--- src/rtl/cu_pkg.sv ---
// Shared definitions for the multicycle control sequencer:
// opcodes, FSM states, IR field positions and the control bundle.
package cu_pkg;

    localparam int PC_W_DEF = 6;
    localparam int IW_DEF   = 20;

    localparam int OP_LSB = 16;
    localparam int FS_LSB = 12;
    localparam int DR_LSB = 8;
    localparam int SA_LSB = 4;
    localparam int SB_LSB = 0;

    localparam logic [3:0] OP_NOP  = 4'h0;
    localparam logic [3:0] OP_ALU  = 4'h1;
    localparam logic [3:0] OP_ALUI = 4'h2;
    localparam logic [3:0] OP_LD   = 4'h3;
    localparam logic [3:0] OP_ST   = 4'h4;
    localparam logic [3:0] OP_BRZ  = 4'h5;
    localparam logic [3:0] OP_BRNZ = 4'h6;
    localparam logic [3:0] OP_JMP  = 4'h7;
    localparam logic [3:0] OP_JAL  = 4'h8;
    localparam logic [3:0] OP_HALT = 4'hF;

    typedef enum logic [2:0] {
        ST_FETCH,
        ST_DECODE,
        ST_EXEC,
        ST_MEM,
        ST_HALT
    } state_e;

    typedef enum logic [1:0] {
        PC_HOLD,
        PC_INC,
        PC_TGT
    } pc_sel_e;

    typedef struct packed {
        logic [3:0] dr;
        logic [3:0] sa;
        logic [3:0] sb;
        logic [3:0] fs;
        logic       mb;
        logic       md;
        logic       rw;
        logic       mp;
        logic       mem_we;
    } ctrl_t;

    function automatic logic [3:0] fld(
        input logic [IW_DEF-1:0] ir,
        input int                lsb
    );
        return ir[lsb +: 4];
    endfunction

endpackage

--- src/rtl/instr_decoder.sv ---
// Combinational decode of (state, IR, Z) into datapath controls,
// the next-PC selection and the next FSM state.
module instr_decoder
    import cu_pkg::*;
(
    input  state_e            state,
    input  logic [IW_DEF-1:0] ir,
    input  logic              z,
    output ctrl_t             ctrl,
    output pc_sel_e           pc_sel,
    output logic [5:0]        pc_tgt,
    output state_e            state_nxt,
    output logic              op_illegal
);

    logic [3:0] op;
    logic [3:0] f_dr;
    logic [3:0] f_sa;
    logic [3:0] f_sb;
    logic [3:0] f_fs;

    always_comb begin
        op   = fld(ir, OP_LSB);
        f_dr = fld(ir, DR_LSB);
        f_sa = fld(ir, SA_LSB);
        f_sb = fld(ir, SB_LSB);
        f_fs = fld(ir, FS_LSB);

        ctrl       = '0;
        pc_sel     = PC_HOLD;
        pc_tgt     = '0;
        state_nxt  = state;
        op_illegal = 1'b0;

        unique case (state)
            ST_FETCH:  state_nxt = ST_DECODE;
            ST_DECODE: state_nxt = ST_EXEC;
            ST_EXEC: begin
                ctrl.dr   = f_dr;
                ctrl.sa   = f_sa;
                ctrl.sb   = f_sb;
                ctrl.fs   = f_fs;
                state_nxt = ST_FETCH;
                pc_sel    = PC_INC;
                unique case (op)
                    OP_NOP: ;
                    OP_ALU: ctrl.rw = 1'b1;
                    OP_ALUI: begin
                        ctrl.mb = 1'b1;
                        ctrl.rw = 1'b1;
                    end
                    // PC advances only once the load completes in MEM
                    OP_LD: begin
                        state_nxt = ST_MEM;
                        pc_sel    = PC_HOLD;
                    end
                    OP_ST: ctrl.mem_we = 1'b1;
                    OP_BRZ: begin
                        pc_tgt = {f_dr[1:0], f_sb};
                        if (z)
                            pc_sel = PC_TGT;
                    end
                    OP_BRNZ: begin
                        pc_tgt = {f_dr[1:0], f_sb};
                        if (!z)
                            pc_sel = PC_TGT;
                    end
                    OP_JMP: begin
                        pc_tgt = {f_sa[1:0], f_sb};
                        pc_sel = PC_TGT;
                    end
                    OP_JAL: begin
                        ctrl.mp = 1'b1;
                        ctrl.rw = 1'b1;
                        pc_tgt  = {f_sa[1:0], f_sb};
                        pc_sel  = PC_TGT;
                    end
                    OP_HALT: begin
                        state_nxt = ST_HALT;
                        pc_sel    = PC_HOLD;
                    end
                    default: op_illegal = 1'b1;
                endcase
            end
            ST_MEM: begin
                ctrl.dr   = f_dr;
                ctrl.sa   = f_sa;
                ctrl.md   = 1'b1;
                ctrl.rw   = 1'b1;
                pc_sel    = PC_INC;
                state_nxt = ST_FETCH;
            end
            ST_HALT: state_nxt = ST_HALT;
            default: state_nxt = ST_FETCH;
        endcase
    end

endmodule

--- src/rtl/control_sequencer.sv ---
// Multicycle control unit: owns state, PC, IR and the sticky
// illegal flag; decode is delegated to instr_decoder.
module control_sequencer #(
    parameter int PC_W = 6,
    parameter int IW   = 20
) (
    input  logic            clk_main,
    input  logic            reset,
    input  logic [IW-1:0]   instr_in,
    input  logic            Z,
    output logic [PC_W-1:0] instr_addr,
    output logic [PC_W-1:0] PC,
    output logic [3:0]      DR,
    output logic [3:0]      SA,
    output logic [3:0]      SB,
    output logic [3:0]      FS,
    output logic            MB,
    output logic            MD,
    output logic            RW,
    output logic            MP,
    output logic            mem_we,
    output logic            halted,
    output logic            illegal
);
    import cu_pkg::*;

    state_e          state_q;
    state_e          state_d;
    logic [PC_W-1:0] pc_q;
    logic [PC_W-1:0] pc_d;
    logic [IW-1:0]   ir_q;
    logic [IW-1:0]   ir_d;
    logic            illegal_q;
    logic            illegal_d;

    ctrl_t   ctrl;
    ctrl_t   ctrl_o;
    pc_sel_e pc_sel;
    logic [5:0] pc_tgt;
    state_e  state_nxt;
    logic    op_illegal;

    instr_decoder u_dec (
        .state      (state_q),
        .ir         (ir_q),
        .z          (Z),
        .ctrl       (ctrl),
        .pc_sel     (pc_sel),
        .pc_tgt     (pc_tgt),
        .state_nxt  (state_nxt),
        .op_illegal (op_illegal)
    );

    always_comb begin
        state_d   = state_nxt;
        pc_d      = pc_q;
        ir_d      = ir_q;
        illegal_d = illegal_q | op_illegal;
        if (state_q == ST_DECODE)
            ir_d = instr_in;
        unique case (pc_sel)
            PC_INC:  pc_d = pc_q + PC_W'(1);
            PC_TGT:  pc_d = PC_W'(pc_tgt);
            default: pc_d = pc_q;
        endcase
    end

    always_ff @(posedge clk_main) begin
        if (reset) begin
            state_q   <= ST_FETCH;
            pc_q      <= '0;
            ir_q      <= '0;
            illegal_q <= 1'b0;
        end else begin
            state_q   <= state_d;
            pc_q      <= pc_d;
            ir_q      <= ir_d;
            illegal_q <= illegal_d;
        end
    end

    // Suppress every strobe while reset is high so an interrupted
    // load cannot write the register file on the reset edge.
    always_comb begin
        ctrl_o = reset ? '0 : ctrl;
    end

    assign DR         = ctrl_o.dr;
    assign SA         = ctrl_o.sa;
    assign SB         = ctrl_o.sb;
    assign FS         = ctrl_o.fs;
    assign MB         = ctrl_o.mb;
    assign MD         = ctrl_o.md;
    assign RW         = ctrl_o.rw;
    assign MP         = ctrl_o.mp;
    assign mem_we     = ctrl_o.mem_we;
    assign instr_addr = pc_q;
    assign PC         = pc_q;
    assign halted     = (state_q == ST_HALT);
    assign illegal    = illegal_q;

endmodule
--- config.mk ---
export PLATFORM = sky130hd
export DESIGN_NAME = control_sequencer
export DESIGN_NICKNAME = d
export VERILOG_FILES = /design/src/rtl/cu_pkg.sv /design/src/rtl/instr_decoder.sv /design/src/rtl/control_sequencer.sv
export SDC_FILE = /design/constraint.sdc
export NUM_CORES = 1
export LEC_CHECK = 0
export CAP_MARGIN = 20
export CORE_ASPECT_RATIO = 1.25
export CORE_MARGIN = 10
export CORE_UTILIZATION = 30
export DETAILED_ROUTE_END_ITERATION = 10
export MAX_ROUTING_LAYER = met4
export PLACE_DENSITY_LB_ADDON = 0.12
export SYNTH_ARGS = -nofsm -noshare
export SYNTH_HDL_FRONTEND = slang
export SYNTH_SLANG_ARGS = --single-unit
--- constraint.sdc ---
create_clock -name clk_main -period 3.8 [get_ports clk_main]
set_clock_uncertainty 0.1 [all_clocks]
set_input_delay 0.76 -clock clk_main [delete_from_list [all_inputs] [get_ports clk_main]]
set_output_delay 0.76 -clock clk_main [all_outputs]
set_load 0.05 [all_outputs]
==> metrics, run 1 <==
Sw Ratio=0.289; worst hold-check slack=roughly 0.35 ns; Syn Inst Count=216; clock tree sinks=30; maxcap violations=0; status=finished clean; Worst Path Required=2.94 ns; worst skew pair latency=about 0.28 ns; ranking of synthesized cells by area=dfxtp_1 (35%), nand2_1 (9.4%), a21oi_1 (7.5%), and2_1 (7.3%), buf_6 (3.9%); core area=roughly 5500 um2; Reg clk slew, reported paths=roughly 0.06 ns; multi-input logic area=~950 um2; Cell Chain, Critical Path=clkdlybuf4s50_1, nor3b_1, and2b_1, and4b_1, buf_12; synthesized net count=around 240; Synth Cell Area=1730 um2; number of global-route vias before repair=about 1600; first-pass GRT wire length=around 8000 um; relative max-transition margin=0.654; Crit path max-delay family=simple AND/OR/NAND/NOR gates; Leak=roughly 0.94 nW; Internal=roughly 0.54 mW; top cell type's share of synthesized area=0.348; # fillers=approximately 550; synthesis-to-finish area growth=47.4%; peak supply drop=~0.14 mV; worst r2r src=ir_q[19]$_SDFFE_PP0P_; Setup Viol. Count Final=0; hold path startpoint=ir_q[15]$_SDFFE_PP0P_; Startpoint Class=input pin; Combinational Power Share=0.186; Root Buffer Master=clkbuf_8; most common cell in the netlist=nand2_1; initial antenna violation count=0; Critical Path Fanout Max=12; final WL=4830 um; DRC viols=0; initial core utilization=0.313; GRT Residual Overflow=0; Resize count post-CTS=0; sequential area share after synthesis=0.348; share of layout cells above drive strength 1=0.156; Hold Vio Cnt, Final=0; top post-synthesis cells by count=nand2_1 (43), dfxtp_1 (30), a21oi_1 (26), and2_1 (20), nor2_1 (8); PnR worst setup slack=0.656 ns; fin crit share=0.827; internal reg-to-reg setup slack=roughly 1.2 ns; Fin Setup TNS=0 ns; pin count of the biggest net entering global routing=31; Final GP Congestion=0.743; num ports=58; Post-synth EDFFs=0; CP max stage delay=around 0.43 ns; Slowest-stage cell, CP=clkdlybuf4s50_1; Reg power frac=0.463; CTS HTree Levels=2; all-layer global routing usage=0.111; Slew @ Worst Pin=slightly above 0.5 ns; DR pass1 iterations=4; reg2reg path depth=9; type of the worst min-delay path=reg -> reg; sw power=approximately 0.22 mW; worst r2r dst=PC[4]$_SDFFE_PP0P_; Critical path origin=reset; CTS Buf Count=5; CP Capture Type=primary output; clock network fraction of total power=0.350; Worst Path Buf+Inv=2; Die Ht=between 100 and 150 um; Sequential Area=approximately 600 um2; fin. max-slew vios=0; Syn Area/Cell=approximately 8.0 um2; DR WL/cell=about 15 um; final instance area=about 2500 um2; Max clock buf depth=2; Vias=1603; DP HPWL=between 3000 and 4000 um; CTS Hold Bufs=0; # nets final=286; post-route ant nets=0; Die W=a little under 90 um; Tot Pwr=~0.77 mW; Synth cell types=between 40 and 50; Setup WS pre-CTS=0.655 ns; Port Buffers=57; CTS tree=done; Ys Warns=0; Primary FF master, synth=dfxtp_1; diodes inserted=0; Synth area leader=dfxtp_1; Post-CTS Repair Setup Buffers=0; Row Count=30; Worst Hold Path Cells=2; Critical Path AT=between 2 and 2.5 ns; fmax=between 300 and 400 MHz; Async S/R FF share, synth=0; Vias/cell=about 4.9; FF+latch count, synth=30; crit path time final=about 3.1 ns; First DRT Iteration DRCs=70; Post-DP Area=2450 um2; DIE AREA=around 9200 um2; Worst Hold End=ir_q[15]$_SDFFE_PP0P_; Setup Crit Path Kind=in -> out; RSZ-0062 raised after global routing=false; PwrDens=approximately 300 nW/um2
[power groups by stage]
stage / Clock, mW / Combinational [mW] / Sequential, mW
4_1_cts: 0.279 / 0.145 / 0.355
5_1_grt: 0.290 / 0.159 / 0.358
6_report: 0.268 / 0.143 / 0.355
2_1_floorplan: 0 / 0.0991 / 0.358
3_3_place_gp: 0 / 0.144 / 0.362
3_5_place_dp: 0 / 0.145 / 0.362
[sequential cells by signal (all words and copies together), names as in the netlist]
name and flops:
PC 6, ir_q 20, illegal 1, state_q 3
[worst reg2reg max path, delay by kind of cell, from the launching register on]
kind / cells / cell delay, ns
AOI/OAI and AO/OA: 4 / 0.67
DFF: 1 / 0.49
and+or+nand+nor: 4 / 0.79
adders and majority gates: 1 / 0.50
[final cells by class]
class                           instances  share of cell area
Multi-Input combinational cell        159               0.373
Timing Repair Buffer                   60               0.316
Sequential cell                        30               0.236
Clock buffer                            7              0.0340
Tap cell                               64              0.0315
Inverter                                5             0.00738
Clock inverter                          1             0.00197
[cell families (layout without fill, tap and decap cells)]
| family | Yosys count | count (layout) | synth area share |
|---|---|---|---|
| AOI/OAI and AO/OA | 54 | 54 | 0.209 |
| xor gates and xnor gates | 2 | 2 | 0.0102 |
| adders and majority gates | 2 | 2 | 0.0145 |
| buffers and inverters | 27 | 73 | 0.102 |
| DFF | 30 | 30 | 0.348 |
| and+or+nand+nor | 101 | 101 | 0.316 |
[cell usage in the layout, fill, tap and decap left out, drive strengths merged, types with 3 or more instances in the layout]
master,count
o21ai,7
nor2,8
nand3,5
nand2,43
clkbuf,7
a221oi,4
a311oi,3
clkdlybuf4s50,36
nor3,3
buf,24
and2,21
nor2b,5
dfxtp,30
inv,5
a21oi,26
[per-layer routing]
metal	track usage	up-vias	wire, um
li1	-	825	-
met1	0.128	720	2110
met2	0.163	54	2210
met3	0.0559	4	484
met4	0.0320	0	19
met5	-	-	0
[metrics by stage]
step,utilization,instances
final,0.461,326
after global routing,0.461,326
after CTS,0.461,326
after detailed placement,0.444,318
after global placement,0.444,318
after floorplan,-,216
[worst max path at each step]
stage,to,slack [ns],cells after the start
floorplan,FS[0],1.25,4
global route,MB,0.47,5
finish,MB,0.66,5
global placement,MB,0.69,5
detailed placement,MB,0.65,5
CTS,MB,0.64,5
No activity file was read; power rests on OpenSTA's default activity.
==> run 2, diff against run 1 <==
==> constraint.sdc (replaced) <==
create_clock -name clk_main -period 3.2 [get_ports clk_main]
set_clock_uncertainty 0.1 [all_clocks]
set_input_delay 0.64 -clock clk_main [delete_from_list [all_inputs] [get_ports clk_main]]
set_output_delay 0.64 -clock clk_main [all_outputs]
set_load 0.05 [all_outputs]
==> run 2 against run 1 <==
  * Die area unchanged
  * Sequential share of layout area unchanged
  * Register-to-register slack worse by 0.60 ns
  * Worst setup slack worse by 0.34 ns
  * Core utilization stayed put
  * Via count fell by 0.44%
==> metrics, run 2 (synthesis results as in run 1) <==
worst skew pair latency=0.28 ns (about the same); post-route ant nets=0 (unchanged); Sequential Area=601 um2 (unchanged); clock tree sinks=30 (unchanged); Critical Path AT=2.14 ns (was 2.28 ns); fin crit share=0.901; worst r2r dst=PC[4]$_SDFFE_PP0P_ (unchanged); Critical Path Fanout Max=12 (unchanged); Worst Hold Path Cells=2 (unchanged); relative max-transition margin=0.651 (was 0.654); DRC viols=0 (unchanged); Largest Register=ir_q (unchanged); placed cell count=318 (unchanged); Vias=1596 (was 1603); share of layout cells above drive strength 1=0.156 (unchanged); peak supply drop=0.202 mV (was 0.144 mV); Worst Path Required=2.46 ns (was 2.94 ns); number of global-route vias before repair=1607 (was 1580); Startpoint Class=input pin (unchanged); internal reg-to-reg setup slack=0.60 ns (was 1.20 ns); first-pass GRT wire length=7980 um (was 7960 um); Final GP Congestion=0.708 (was 0.743); Cell Chain, Critical Path=clkdlybuf4s50_1, nor3b_1, and2b_1, and4b_1, buf_12 (unchanged); Root Buffer Master=clkbuf_8 (unchanged); maxcap violations=0 (unchanged); all-layer global routing usage=0.110 (was 0.111); CTS Hold Bufs=0 (unchanged); crit path time final=slightly below 3 ns; Setup WS pre-CTS=0.284 ns (was 0.655 ns); RSZ-0062 raised after global routing=false (unchanged); hold path startpoint=ir_q[11]$_SDFFE_PP0P_ (was ir_q[15]$_SDFFE_PP0P_); worst r2r src=ir_q[19]$_SDFFE_PP0P_ (unchanged); DR pass1 iterations=4 (unchanged); CTS Buf Count=5 (unchanged); multi-input logic area=948 um2 (unchanged); synthesis-to-finish area growth=47.4% (unchanged); Worst Path Buf+Inv=2 (unchanged); Setup Viol. Count Final=0 (unchanged); DR WL/cell=14.9 um (was 14.8 um); DP HPWL=3570 um (was 3560 um); DIE AREA=9200 um2 (unchanged); type of the worst min-delay path=reg -> reg (unchanged); Post-CTS Repair Setup Buffers=0 (unchanged); CTS HTree Levels=2 (unchanged); Slew @ Worst Pin=0.522 ns (was 0.517 ns); initial core utilization=0.313 (unchanged); Slowest-stage cell, CP=clkdlybuf4s50_1 (unchanged); CP Capture Type=primary output (unchanged); First DRT Iteration DRCs=108 (was 70); # nets final=286 (unchanged); Leak=0.942 nW (unchanged); initial antenna violation count=0 (unchanged); Row Count=30 (unchanged); num ports=58 (unchanged); Crit path max-delay family=simple AND/OR/NAND/NOR gates (unchanged); Port Buffers=57 (unchanged); CTS tree=done (unchanged); reg2reg path depth=9 (unchanged); final WL=4840 um (was 4830 um); most frequent cells in the layout=nand2_1 (43), clkdlybuf4s50_1 (36), dfxtp_1 (30) (unchanged); fmax=347 MHz; diodes inserted=0 (unchanged); Reg clk slew, reported paths=0.06 ns (about the same); Hold Vio Cnt, Final=0 (unchanged); PwrDens=356 nW/um2 (was 301 nW/um2); GRT Residual Overflow=0 (unchanged); Fin Setup TNS=0 ns (unchanged); CP max stage delay=0.42 ns (was 0.43 ns); fin. max-slew vios=0 (unchanged); Resize count post-CTS=0 (unchanged); status=finished clean (unchanged); Largest register FFs=20 (unchanged); Die Ht=105 um (unchanged); final cell count without fillers=326 (unchanged); Max clock buf depth=2 (unchanged); commonest non-fill, non-tap cell in the layout=nand2_1 (unchanged); # fillers=552 (was 545); Vias/cell=4.90 (was 4.92); pin count of the biggest net entering global routing=31 (unchanged); Die W=87.8 um (unchanged); core area=5520 um2 (unchanged); Setup Crit Path Kind=in -> out (unchanged); PnR worst setup slack=0.317 ns (was 0.656 ns); Worst Hold End=ir_q[11]$_SDFFE_PP0P_ (was ir_q[15]$_SDFFE_PP0P_)
-- run 2: cell counts in the layout (fill, tap and decap cells not counted) --
No cell type changed its count.
-- run 2: cell type report --
cell class                      instances  share of cell area
Multi-Input combinational cell        159               0.373
Inverter                                5             0.00738
Timing Repair Buffer                   60               0.316
Sequential cell                        30               0.236
Clock inverter                          1             0.00197
Tap cell                               64              0.0315
Clock buffer                            7              0.0340
-- run 2: tightest hold or removal path: stages (launching register included) --
cell and delay [ns]:
dfxtp_1 0.30, nand2_1 0.05, a21oi_1 0.05
-- run 2: worst max-delay path by stage --
stage	from	end	slack, ns	cells past startpoint
floorplan	ir_q[19]$_SDFFE_PP0P_	PC[2]$_SDFFE_PP0P_	0.89	9
global placement	Z	PC[4]$_SDFFE_PP0P_	0.31	9
detailed placement	Z	PC[4]$_SDFFE_PP0P_	0.28	9
CTS	reset	MB	0.28	5
global route	reset	MB	0.18	5
finish	reset	MB	0.32	5
-- run 2: stage by stage --
step / area (um2) / utilization / hold slack, ns / power, mW
after floorplan: 1730 / - / 0.332 / 0.543
after global placement: 2450 / 0.444 / 0.338 / 0.601
after detailed placement: 2450 / 0.444 / 0.342 / 0.602
after CTS: 2540 / 0.461 / 0.351 / 0.925
after global routing: 2540 / 0.461 / 0.380 / 0.953
final: 2540 / 0.461 / 0.349 / 0.905
-- run 2: metal layers --
layer / track usage / wire length [um] / part of all wire
met1: 0.127 / 2120 / 0.44
met2: 0.161 / 2200 / 0.45
met3: 0.0513 / 458 / 0.095
met4: 0.0377 / 61 / 0.013
met5: - / 0 / 0
-- run 2: power by group --
group | internal (mW) | leakage [nW] | switching, mW
Combinational | 0.0789 | 0.649 | 0.0905
Sequential | 0.395 | 0.245 | 0.0266
Clock | 0.173 | 0.0482 | 0.141
Total | 0.647 | 0.942 | 0.258
==> RTL change 1 (flow settings as in run 2) <==
Register the inputs `instr_in` and `Z` before use. The logic sees them one clock later. Comments in the files are not updated.
--- a/src/rtl/control_sequencer.sv
+++ b/src/rtl/control_sequencer.sv
@@ -25,4 +25,12 @@
     import cu_pkg::*;
 
+    logic [IW-1:0] instr_q;
+    logic Z_q;
+
+    always_ff @(posedge clk_main) begin
+        instr_q <= instr_in;
+        Z_q     <= Z;
+    end
+
     state_e          state_q;
     state_e          state_d;
@@ -44,5 +52,5 @@
         .state      (state_q),
         .ir         (ir_q),
-        .z          (Z),
+        .z          (Z_q),
         .ctrl       (ctrl),
         .pc_sel     (pc_sel),
@@ -58,5 +66,5 @@
         illegal_d = illegal_q | op_illegal;
         if (state_q == ST_DECODE)
-            ir_d = instr_in;
+            ir_d = instr_q;
         unique case (pc_sel)
             PC_INC:  pc_d = pc_q + PC_W'(1);
Formal check against the unedited RTL: not equivalent (Yosys sat finds a counterexample within 4 cycles, from zero or initial values and one cycle with reset high).
==> RTL change 1 against run 2 <==
Sequential power increased by 67%. Critical path depth up 1. Setup slack got worse by 0.12 ns. Sequential cell count grew 21. Area after synthesis rose by 21%. Clock power rose by 65%. Count of clock-buffer cells in the layout is 1 lower. Design area grew 19%. Routed wire length grew 9.9%. Power grew 55%. Core utilization decreased by 0.47 points. Combinational power up 8%. First-iteration DRC count is 57% lower. Final cell count up 13%. Largest cell class is now registers. Largest power group unchanged.
==> RTL change 1: results (changes against run 2) <==
| Metric | Value |
|---|---|
| Status | completed |
| Yosys warns | 0 (unchanged) |
| Routed WL | 5322 um (+9.9%) |
| Top cells by count, synth | dfxtp_1 (51), nand2_1 (40), a21oi_1 (24) |
| Finished Layout Cells | 369 (+13%) |
| Syn_nets | 258 (+7.1%) |
| Drt initial violations | 46 (-57%) |
| Netlist cell types | 41 (-8.9%) |
| R2R Setup Slk | 0.73 ns (+0.13 ns) |
| Sequential-to-total area share from yosys stat | 48.89% (+14 points) |
| Share of cells above drive strength 1 | 14.89% (-0.76 points) |
| Vias/cell | 4.648 (-5.1%) |
| Max transition margin | 66.33% (+1.2 points) |
| Post-Synth Adder-Cell Area | 1.198% (-0.25 points) |
| Switching portion of total power | 24.14% (-4.4 points) |
| Synth top area cells | dfxtp_1 (49%), nand2_1 (7.2%), a21oi_1 (5.8%) |
| GRT Util Overall | 10.45% (-0.51 points) |
| WHS | 0.3368 ns (-0.01187 ns) |
| Dpl cell area | 0.002899 mm^2 (+18%) |
| Largest net degree at the start of global routing | 30 (-3.2%) |
| Synth Instances | 233 (+7.9%) |
| Crit path DAT | 2.26 ns (+0.12 ns) |
| Cells after DPL | 361 (+14%) |
| Reg clk slew, reported paths | 0.09 ns (+0.03 ns) |
| Synth Area in XOR/XNOR | 1.258% (+0.24 points) |
| First-pass GRT wire length | 8804 um (+10%) |
| Compound-gate portion of the synthesized area | 16.36% (-4.5 points) |
| Vias in the first global route | 1720 (+7.0%) |
| Lkg Pwr | 0.001142 uW (+21%) |
| Place WS | 0.1806 ns (-0.1037 ns) |
| Final nets | 306 (+7.0%) |
| Pwr dens | 463.1 mW/mm^2 (+30%) |
| Period Utilization, post-route | 93.87% (+3.8 points) |
| CP max FO | 5 (-7) |
| Clk power | 519 uW (+65%) |
| Hpwl dp | 3763 um (+5.6%) |
| Routability Congestion | 0.7627 (+7.8%) |
| P_seq | 703 uW (+67%) |
RTL change 1: metal layers:
layer | part of all wire, % | vias up | global-route usage (%)
met2 | 48 | 50 | 16.51
met5 | 0 | - | -
li1 | - | 873 | -
met3 | 7.3 | 4 | 3.439
met1 | 43 | 788 | 12.32
met4 | 1.1 | 0 | 3.000
RTL change 1: final cells by class:
cell class                      instances  area, um^2
Fill cell                             645        3616
Inverter                                6       22.52
Clock inverter                          2       60.06
Sequential cell                        51        1021
Tap cell                               87       108.9
Multi-Input combinational cell        155       928.4
Clock buffer                            6       72.57
Timing Repair Buffer                   62       818.3
RTL change 1: worst paths after layout:
path | startpoint | to | depth (start not counted)
hold / removal | instr_q[15]$_DFF_P_ | ir_q[15]$_SDFFE_PP0P_ | 2
hold reg to reg | instr_q[15]$_DFF_P_ | ir_q[15]$_SDFFE_PP0P_ | 2
setup reg to reg | ir_q[18]$_SDFFE_PP0P_ | PC[3]$_SDFFE_PP0P_ | 8
setup / recovery | reset | FS[3] | 6
==> RTL change 2 (flow settings as in run 2) <==
Without the edit above. Change the parameter `PC_W` from 6 to 3.
--- a/src/rtl/control_sequencer.sv
+++ b/src/rtl/control_sequencer.sv
@@ -2,5 +2,5 @@
 // illegal flag; decode is delegated to instr_decoder.
 module control_sequencer #(
-    parameter int PC_W = 6,
+    parameter int PC_W = 3,
     parameter int IW   = 20
 ) (
Interface: changed (resized PC and instr_addr); port bits go from 58 to 52. No check against the original RTL was run, so the function may have changed too.
==> RTL change 2 against run 2 <==
Register-to-register slack improved by 0.54 ns. Final cell count decreased by 14%. Maximum frequency is 7.5% higher. Worst hold slack improved by 0.0036 ns. Area after synthesis down 22%. Design area fell by 16%. Via count shrank 18%. Critical path depth unchanged. Routed wire length is 22% lower. Power down 19%. Clock power decreased by 39%. Sequential cell count is 3 lower. Setup slack gained 0.20 ns. Critical path type unchanged.
==> RTL change 2: results (changes against run 2) <==
| Metric | Value |
|---|---|
| Max transition margin | 50.71% (-14 points) |
| Final nets | 249 (-13%) |
| First-pass GRT wire length | 6272 um (-21%) |
| Routed WL | 3770 um (-22%) |
| Hold endpoint | ir_q[11]$_SDFFE_PP0N_ |
| Reg clk slew, reported paths | 0.09 ns (+0.03 ns) |
| Fill cells | 423 (-23%) |
| Sequential-to-total area share from yosys stat | 40.37% (+5.6 points) |
| GRT Util Overall | 10.56% (-0.40 points) |
| Max VDD drop | 0.0001844 V (-8.8%) |
| Worst R2R End | PC[0]$_SDFFE_PP0P_ |
| Routability Congestion | 0.8277 (+17%) |
| Netlist cell types | 31 (-31%) |
| Status | completed |
| CP max FO | 8 (-4) |
| Largest net degree at the start of global routing | 28 (-9.7%) |
| WHS | 0.3523 ns (+0.003639 ns) |
| Syn_nets | 204 (-15%) |
| Synth top area cells | dfxtp_1 (40%), nand2_1 (12%), a21oi_1 (10%) |
| Drt initial violations | 118 (+9.3%) |
| Crit path DAT | 1.94 ns (-0.20 ns) |
| R2R Setup Slk | 1.14 ns (+0.54 ns) |
| Hpwl dp | 2869 um (-20%) |
| Vias/cell | 4.676 (-4.5%) |
| Vias in the first global route | 1250 (-22%) |
| I/O Buffers | 51 (-11%) |
| CTS Buf Count | 3 (-2) |
| RR Startpoint | ir_q[16]$_SDFFE_PP0N_ |
| Place WS | 0.5078 ns (+0.2235 ns) |
| Max Clk Rate | 372.8 MHz (+7.5%) |
## RTL change 2: cell types whose count changed after synthesis, sizes merged, moves of 3 or more
| cell | run 2 | this run |
|---|---|---|
| buf | 16 | 5 |
| o21ai | 7 | 4 |
| a311oi | 3 | 0 |
| dfxtp | 30 | 27 |
| nand3 | 5 | 2 |
| nor2b | 5 | 0 |
| clkbuf | 6 | 9 |
## RTL change 2: worst max-delay path by stage
stage,start,end
after floorplan,ir_q[18]$_SDFFE_PP0N_,MP
after global placement,reset,SB[3]
after detailed placement,reset,SB[3]
after CTS,reset,SB[3]
after global routing,reset,FS[1]
final,reset,SB[3]
## RTL change 2: area by class of cell
class | count | area share (%)
inverter | 7 | 1.235
clock buffer | 4 | 2.118
sequential | 27 | 25.41
multi-input combinational | 131 | 32.88
timing repair buffer | 54 | 34.94
tap | 58 | 3.412
## RTL change 2: per-layer routing
layer / GRT usage (%) / share of wire [%] / vias up
met1: 12.77 / 45 / 594
met4: 2.647 / 0.64 / 0
li1: - / - / 683
met2: 16.69 / 48 / 35
met3: 3.232 / 6.3 / 2
met5: - / 0 / -
## RTL change 2: cell families (layout without fill, tap and decap cells)
kind of cell / count (synthesis) / after routing / synth area share (%)
AOI/OAI and AO/OA: 39 / 39 / 16.64
buffers and inverters: 21 / 65 / 7.383
adders and majority gates: 2 / 2 / 1.869
muxes: 1 / 1 / 0.7477
DFF: 27 / 27 / 40.37
xor gates and xnor gates: 2 / 2 / 1.309
and+or+nand+nor: 87 / 87 / 31.68
## RTL change 2: where the power goes
group / internal (uW) / total, uW / switching, uW
clock network: 89.1 / 191 / 102
logic: 71.7 / 163 / 91.5
registers: 358 / 380 / 22.3
## RTL change 2: per-stage QoR
step	instances	cell area, um^2
3_5_place_dp	277	2082
2_1_floorplan	179	1339
5_1_grt	281	2127
4_1_cts	281	2127
3_3_place_gp	277	2082
6_report	281	2127
## RTL change 2: worst max-delay path: stages
cell,delay [ns]
clkdlybuf4s50_1,0.46
nor3_1,0.29
buf_4,0.22
and2_1,0.18
buf_12,0.15
